--- config.mk ---
export PLATFORM = sky130hd
export DESIGN_NAME = ram_port_arbiter
export DESIGN_NICKNAME = d
export VERILOG_FILES = /design/src/rtl/ram_port_arbiter.sv
export SDC_FILE = /design/constraint.sdc
export NUM_CORES = 1
export LEC_CHECK = 0
export CAP_MARGIN = 0
export CORE_AREA = 4 4 83 85
export DETAILED_ROUTE_END_ITERATION = 12
export DIE_AREA = 0 0 87 89
export PLACE_DENSITY = 0.84
export SLEW_MARGIN = 15
export SYNTH_ARGS = -nofsm -noshare
export SYNTH_HDL_FRONTEND = slang
export SYNTH_SLANG_ARGS = --single-unit
--- constraint.sdc ---
create_clock -name clk -period 2.8 [get_ports clk]
set_input_delay 0.42 -clock clk [delete_from_list [all_inputs] [get_ports clk]]
set_output_delay 0.42 -clock clk [all_outputs]
set_load 0.03 [all_outputs]
--- src/rtl/ram_port_arbiter.sv ---
// ram_port_arbiter: shares one single-port RAM between instruction fetch
// (read-only) and the data/stack unit (read/write). Data has priority, but
// fetch is forced through after maxDataRun back-to-back data grants.
// Read data comes back one cycle after the grant and is steered by a
// registered owner tag.
// Optional feature macro: ARB_WRITE_PROTECT_EN (drops data writes below
// protLimit and pulses protFault instead).

`ifndef ADDRESS_BITS
`define ADDRESS_BITS 16
`endif
`ifndef DATA_BITS
`define DATA_BITS 16
`endif
`ifndef RAM_READ
`define RAM_READ 1'b0
`endif
`ifndef RAM_WRITE
`define RAM_WRITE 1'b1
`endif

module ram_port_arbiter #(
  parameter int addrBits   = `ADDRESS_BITS,
  parameter int dataBits   = `DATA_BITS,
  parameter int maxDataRun = 4,
  parameter int protLimit  = 'h100
) (
  input  logic                clk,
  input  logic                reset,
  input  logic                fetchReq,
  input  logic [addrBits-1:0] fetchAddress,
  output logic                fetchGrant,
  output logic                fetchValid,
  output logic [dataBits-1:0] fetchData,
  input  logic                dataReq,
  input  logic [addrBits-1:0] dataAddress,
  input  logic                dataRw,
  input  logic [dataBits-1:0] dataWrite,
  output logic                dataGrant,
  output logic                dataValid,
  output logic [dataBits-1:0] dataRead,
  output logic [addrBits-1:0] ramAddress,
  output logic                ramRw,
  output logic [dataBits-1:0] ramDataIn,
  input  logic [dataBits-1:0] ramDataOut
`ifdef ARB_WRITE_PROTECT_EN
  ,
  output logic                protFault
`endif
);

  localparam int runW = $clog2(maxDataRun + 1);
  localparam logic [runW-1:0] runMax = runW'(maxDataRun);

  // Owner of the access issued last cycle; only reads get a tag, since a
  // write has nothing to route back.
  typedef enum logic [1:0] {OWN_NONE, OWN_FETCH, OWN_DATA} owner_t;

  owner_t              owner, ownerNext;
  logic [runW-1:0]     runCount, runNext;
  logic [addrBits-1:0] addrHold;
  logic [dataBits-1:0] fetchHold, dataHold;
  logic                wrBlocked;

`ifdef ARB_WRITE_PROTECT_EN
  localparam logic [addrBits-1:0] protBound = addrBits'(protLimit);
  assign wrBlocked = (dataRw == `RAM_WRITE) && (dataAddress < protBound);
`else
  assign wrBlocked = 1'b0;
`endif

  // Write data needs no muxing: ramRw decides whether the RAM uses it.
  assign ramDataIn = dataWrite;

  // Grant decision, RAM drive and next owner/run count.
  always_comb begin
    fetchGrant = 1'b0;
    dataGrant  = 1'b0;
    ownerNext  = OWN_NONE;
    ramAddress = addrHold;
    ramRw      = `RAM_READ;
    runNext    = runCount;
    if (reset) begin
      ramAddress = '0;
      runNext    = '0;
    end else begin
      if (fetchReq && (!dataReq || runCount == runMax)) fetchGrant = 1'b1;
      else if (dataReq)                                  dataGrant  = 1'b1;

      if (fetchGrant) begin
        ramAddress = fetchAddress;
        ownerNext  = OWN_FETCH;
      end else if (dataGrant) begin
        ramAddress = dataAddress;
        if (dataRw == `RAM_WRITE) begin
          if (!wrBlocked) ramRw = `RAM_WRITE;
        end else begin
          ownerNext = OWN_DATA;
        end
      end

      // Run length only matters while fetch is actually waiting.
      if (fetchGrant || !fetchReq)                runNext = '0;
      else if (dataGrant && runCount != runMax)   runNext = runCount + 1'b1;
    end
  end

  // Owner tag, run counter and held address.
  always_ff @(posedge clk) begin
    if (reset) begin
      owner    <= OWN_NONE;
      runCount <= '0;
      addrHold <= '0;
    end else begin
      owner    <= ownerNext;
      runCount <= runNext;
      addrHold <= ramAddress;
    end
  end

  assign fetchValid = (owner == OWN_FETCH);
  assign dataValid  = (owner == OWN_DATA);
  assign fetchData  = fetchValid ? ramDataOut : fetchHold;
  assign dataRead   = dataValid  ? ramDataOut : dataHold;

  // Keep the last delivered word so the data outputs hold between reads.
  always_ff @(posedge clk) begin
    if (reset) begin
      fetchHold <= '0;
      dataHold  <= '0;
    end else begin
      if (fetchValid) fetchHold <= ramDataOut;
      if (dataValid)  dataHold  <= ramDataOut;
    end
  end

`ifdef ARB_WRITE_PROTECT_EN
  // One-cycle fault pulse in the cycle after a dropped write.
  always_ff @(posedge clk) begin
    if (reset) protFault <= 1'b0;
    else       protFault <= dataGrant && wrBlocked;
  end
`endif

endmodule

==> results.cfg <==
[timing]
finalSetupViolations = 0
max_slew_margin_pct = 78.2
min_period_ns = 2.45
max_clock_freq_ghz = 0.408
hold_violations = 0
tightestPinTransition_ns = 0.327
fin_tns_setup_ns = 0
fin_worst_skew_ns = 0.00301
period_share_pct = 87.5
grt_setup_unrepaired = false
drv_slew = 0

[worst_setup_path]
start_kind = flip-flop
required_ns = 2.38
critPathSlowestCell = clkdlybuf4s50_1
path_cells = nor2b_2 > buf_4 > mux2_2 > clkdlybuf4s50_1
reg2reg_slack_ns = 1.35
end_kind = output port
slowest_delay_ns = 0.60
crit_arrival_ns = 2.03
critPathKind = reg -> out
path_max_fanout = 17

[floorplan]
fp.dieH_microns = 89
dieArea_sq_um = 7740
ios = 138
core_area_sq_um = 6200
start_util_pct = 40.8
dieWidth_microns = 87
rows = 29

[place]
dp_hpwl_microns = 4270
numPortBuffers = 105
gp_congestion = 0.730

[routing]
postRouteAntennaNets = 0
drc = 0
wl_microns = 5570
vias = 1899
vias_per_cell = 4.86
wl_per_cell_microns = 14.2
initialDrtViolationCount = 45
firstDrtPassIters = 4

[clock_tree]
postCtsSetupRepairBufs = 0
numCtsBuffers = 5
htree_levels = 2
cts_tree = yes
cts_root_buffer = clkbuf_8
clk_latency_ns = 0.30
cts_hold_buf = 0
post_cts_resized = 0
clock-sinks = 53
clk_path_buf_depth = 2
clk_pin_slew_ns = 0.09

[logic_synthesis]
ys_ff_latch = 53
yosysTopAreaCellShare_pct = 41.9
synthMuxAreaShare_pct = 22.4
yosysSeqAreaShare_pct = 41.9
syn_area_per_cell_sq_um = 11.2
synth_fa_ha_area_share_pct = 0.989
ys.flop_type = dfxtp_1
ys_warn_count = 0
synth.largest_area_cell = dfxtp_1
yosysUniqueCellTypes = 25
synth_edf_count = 0
synthArstFlopShare_pct = 0
synth_xor_area_share_pct = 0
synth_area_leaders = dfxtp_1 (42%), o2bb2ai_1 (11%), mux2_4 (11%)
netlist_area_sq_um = 2530
yosys.area_share.simple_pct = 11.5
synth_compound_area_share_pct = 13.0
synth_top_family_by_area = multiplexers
mappedNetlistNets = 296
netlist_instances = 225

[layout]
fin_nets = 384
final_common_cell = clkdlybuf4s50_1
area_growth_pct = 41.5
drive_above_1_share_pct = 22.9
fillers = 528
n_antenna_cell = 0
layout_common_cells = clkdlybuf4s50_1 (86), dfxtp_1 (53), o2bb2ai_1 (32)
post-route-util_pct = 57.7

[grt]
grt_overflow_total = 0
grt_use_total_pct = 14.9
grt_start_max_net_pins = 34
first_global_vias = 1933
grt_pass1_wl_microns = 9180
antenna_found_initial = 0

[worst_hold_path]
holdCritPathClass = reg -> reg

[pwr]
p_leak_nw = 1.48
ir_drop_mv = 0.236
power_density_nw_per_um2 = 487

[run]
max-cap-violations = 0

[run_status]
outcome = finished, final reports clean
==> area by class of cell <==
cell class              instances  area [sq um]  share of cell area (%)
multi-input cells             135          1220                    34.0
repair buffers                112          1070                    29.8
flip-flops and latches         53          1060                    29.6
well taps                      77          96.3                    2.69
clock buffers                   5          68.8                    1.92
clock inverters                 3          46.3                    1.29
inverters                       6          22.5                   0.629
==> sequential cells by signal (all words and copies together) (netlist names) <==
| register | flops |
|---|---|
| addrHold | 16 |
| owner | 2 |
| dataHold | 16 |
| runCount | 3 |
| fetchHold | 16 |
==> kinds of logic (layout without fill, tap and decap cells) <==
logic type / after synthesis / in the layout
simple gates: 48 / 48
compound gates: 39 / 39
fa+ha+maj: 2 / 2
flops: 53 / 53
mux: 46 / 46
buf+inv: 37 / 126
==> worst paths after layout <==
kind              depth (start not counted)   startpoint            to
setup reg to reg                          6  runCount[0]   addrHold[2]
setup / recovery                          4     owner[0]  fetchData[5]
hold reg to reg                           2  runCount[0]   runCount[0]
hold / removal                            2  runCount[0]   runCount[0]
==> cell usage after synthesis (2+ instances only) <==
| cell | instances |
|---|---|
| nand2b_1 | 2 |
| nor2_1 | 5 |
| a21oi_1 | 2 |
| mux2i_1 | 14 |
| inv_1 | 6 |
| buf_4 | 17 |
| dfxtp_1 | 53 |
| buf_2 | 7 |
| o2bb2ai_1 | 32 |
| nand2_1 | 2 |
| and2_4 | 3 |
| and2_1 | 31 |
| mux2_2 | 14 |
| nor3_1 | 2 |
| buf_12 | 2 |
| clkbuf_1 | 3 |
| mux2_4 | 18 |
| a22oi_1 | 3 |
| buf_6 | 2 |
| ha_1 | 2 |
==> report_power, final <==
part           internal [mW]  switching, mW  leakage, nW
Combinational          0.213          0.212        0.988
Sequential             0.790        0.00951        0.433
Clock                  0.268          0.251       0.0543
Total                   1.27          0.472         1.48
==> metal layers <==
layer	up-vias	global-route usage (%)	share of wire, %
met5	-	0	0
met4	0	3.97	1.2
met3	5	6.91	13
met2	102	25.5	45
met1	845	16.8	40
li1	947	-	-
==> metrics by stage <==
step | setup WS [ns] | std cells | power, mW | cell area, sq um | hold slack, ns
final | 0.350 | 391 | 1.74 | 3580 | 0.522
after global routing | 0.245 | 391 | 1.83 | 3580 | 0.564
after global placement | 0.496 | 383 | 1.24 | 3470 | 0.489
after floorplan | 0.764 | 225 | 1.10 | 2530 | 0.479
after detailed placement | 0.483 | 383 | 1.25 | 3470 | 0.506
after CTS | 0.301 | 391 | 1.77 | 3580 | 0.526
==> critical path, delay by kind of cell (launching register included) <==
kind	cells	cell delay, ns
DFF	1	0.32
buffers and inverters	2	0.89
and+or+nand+nor	1	0.12
muxes	1	0.39
Note: power is estimated with default switching activity, not from simulation.
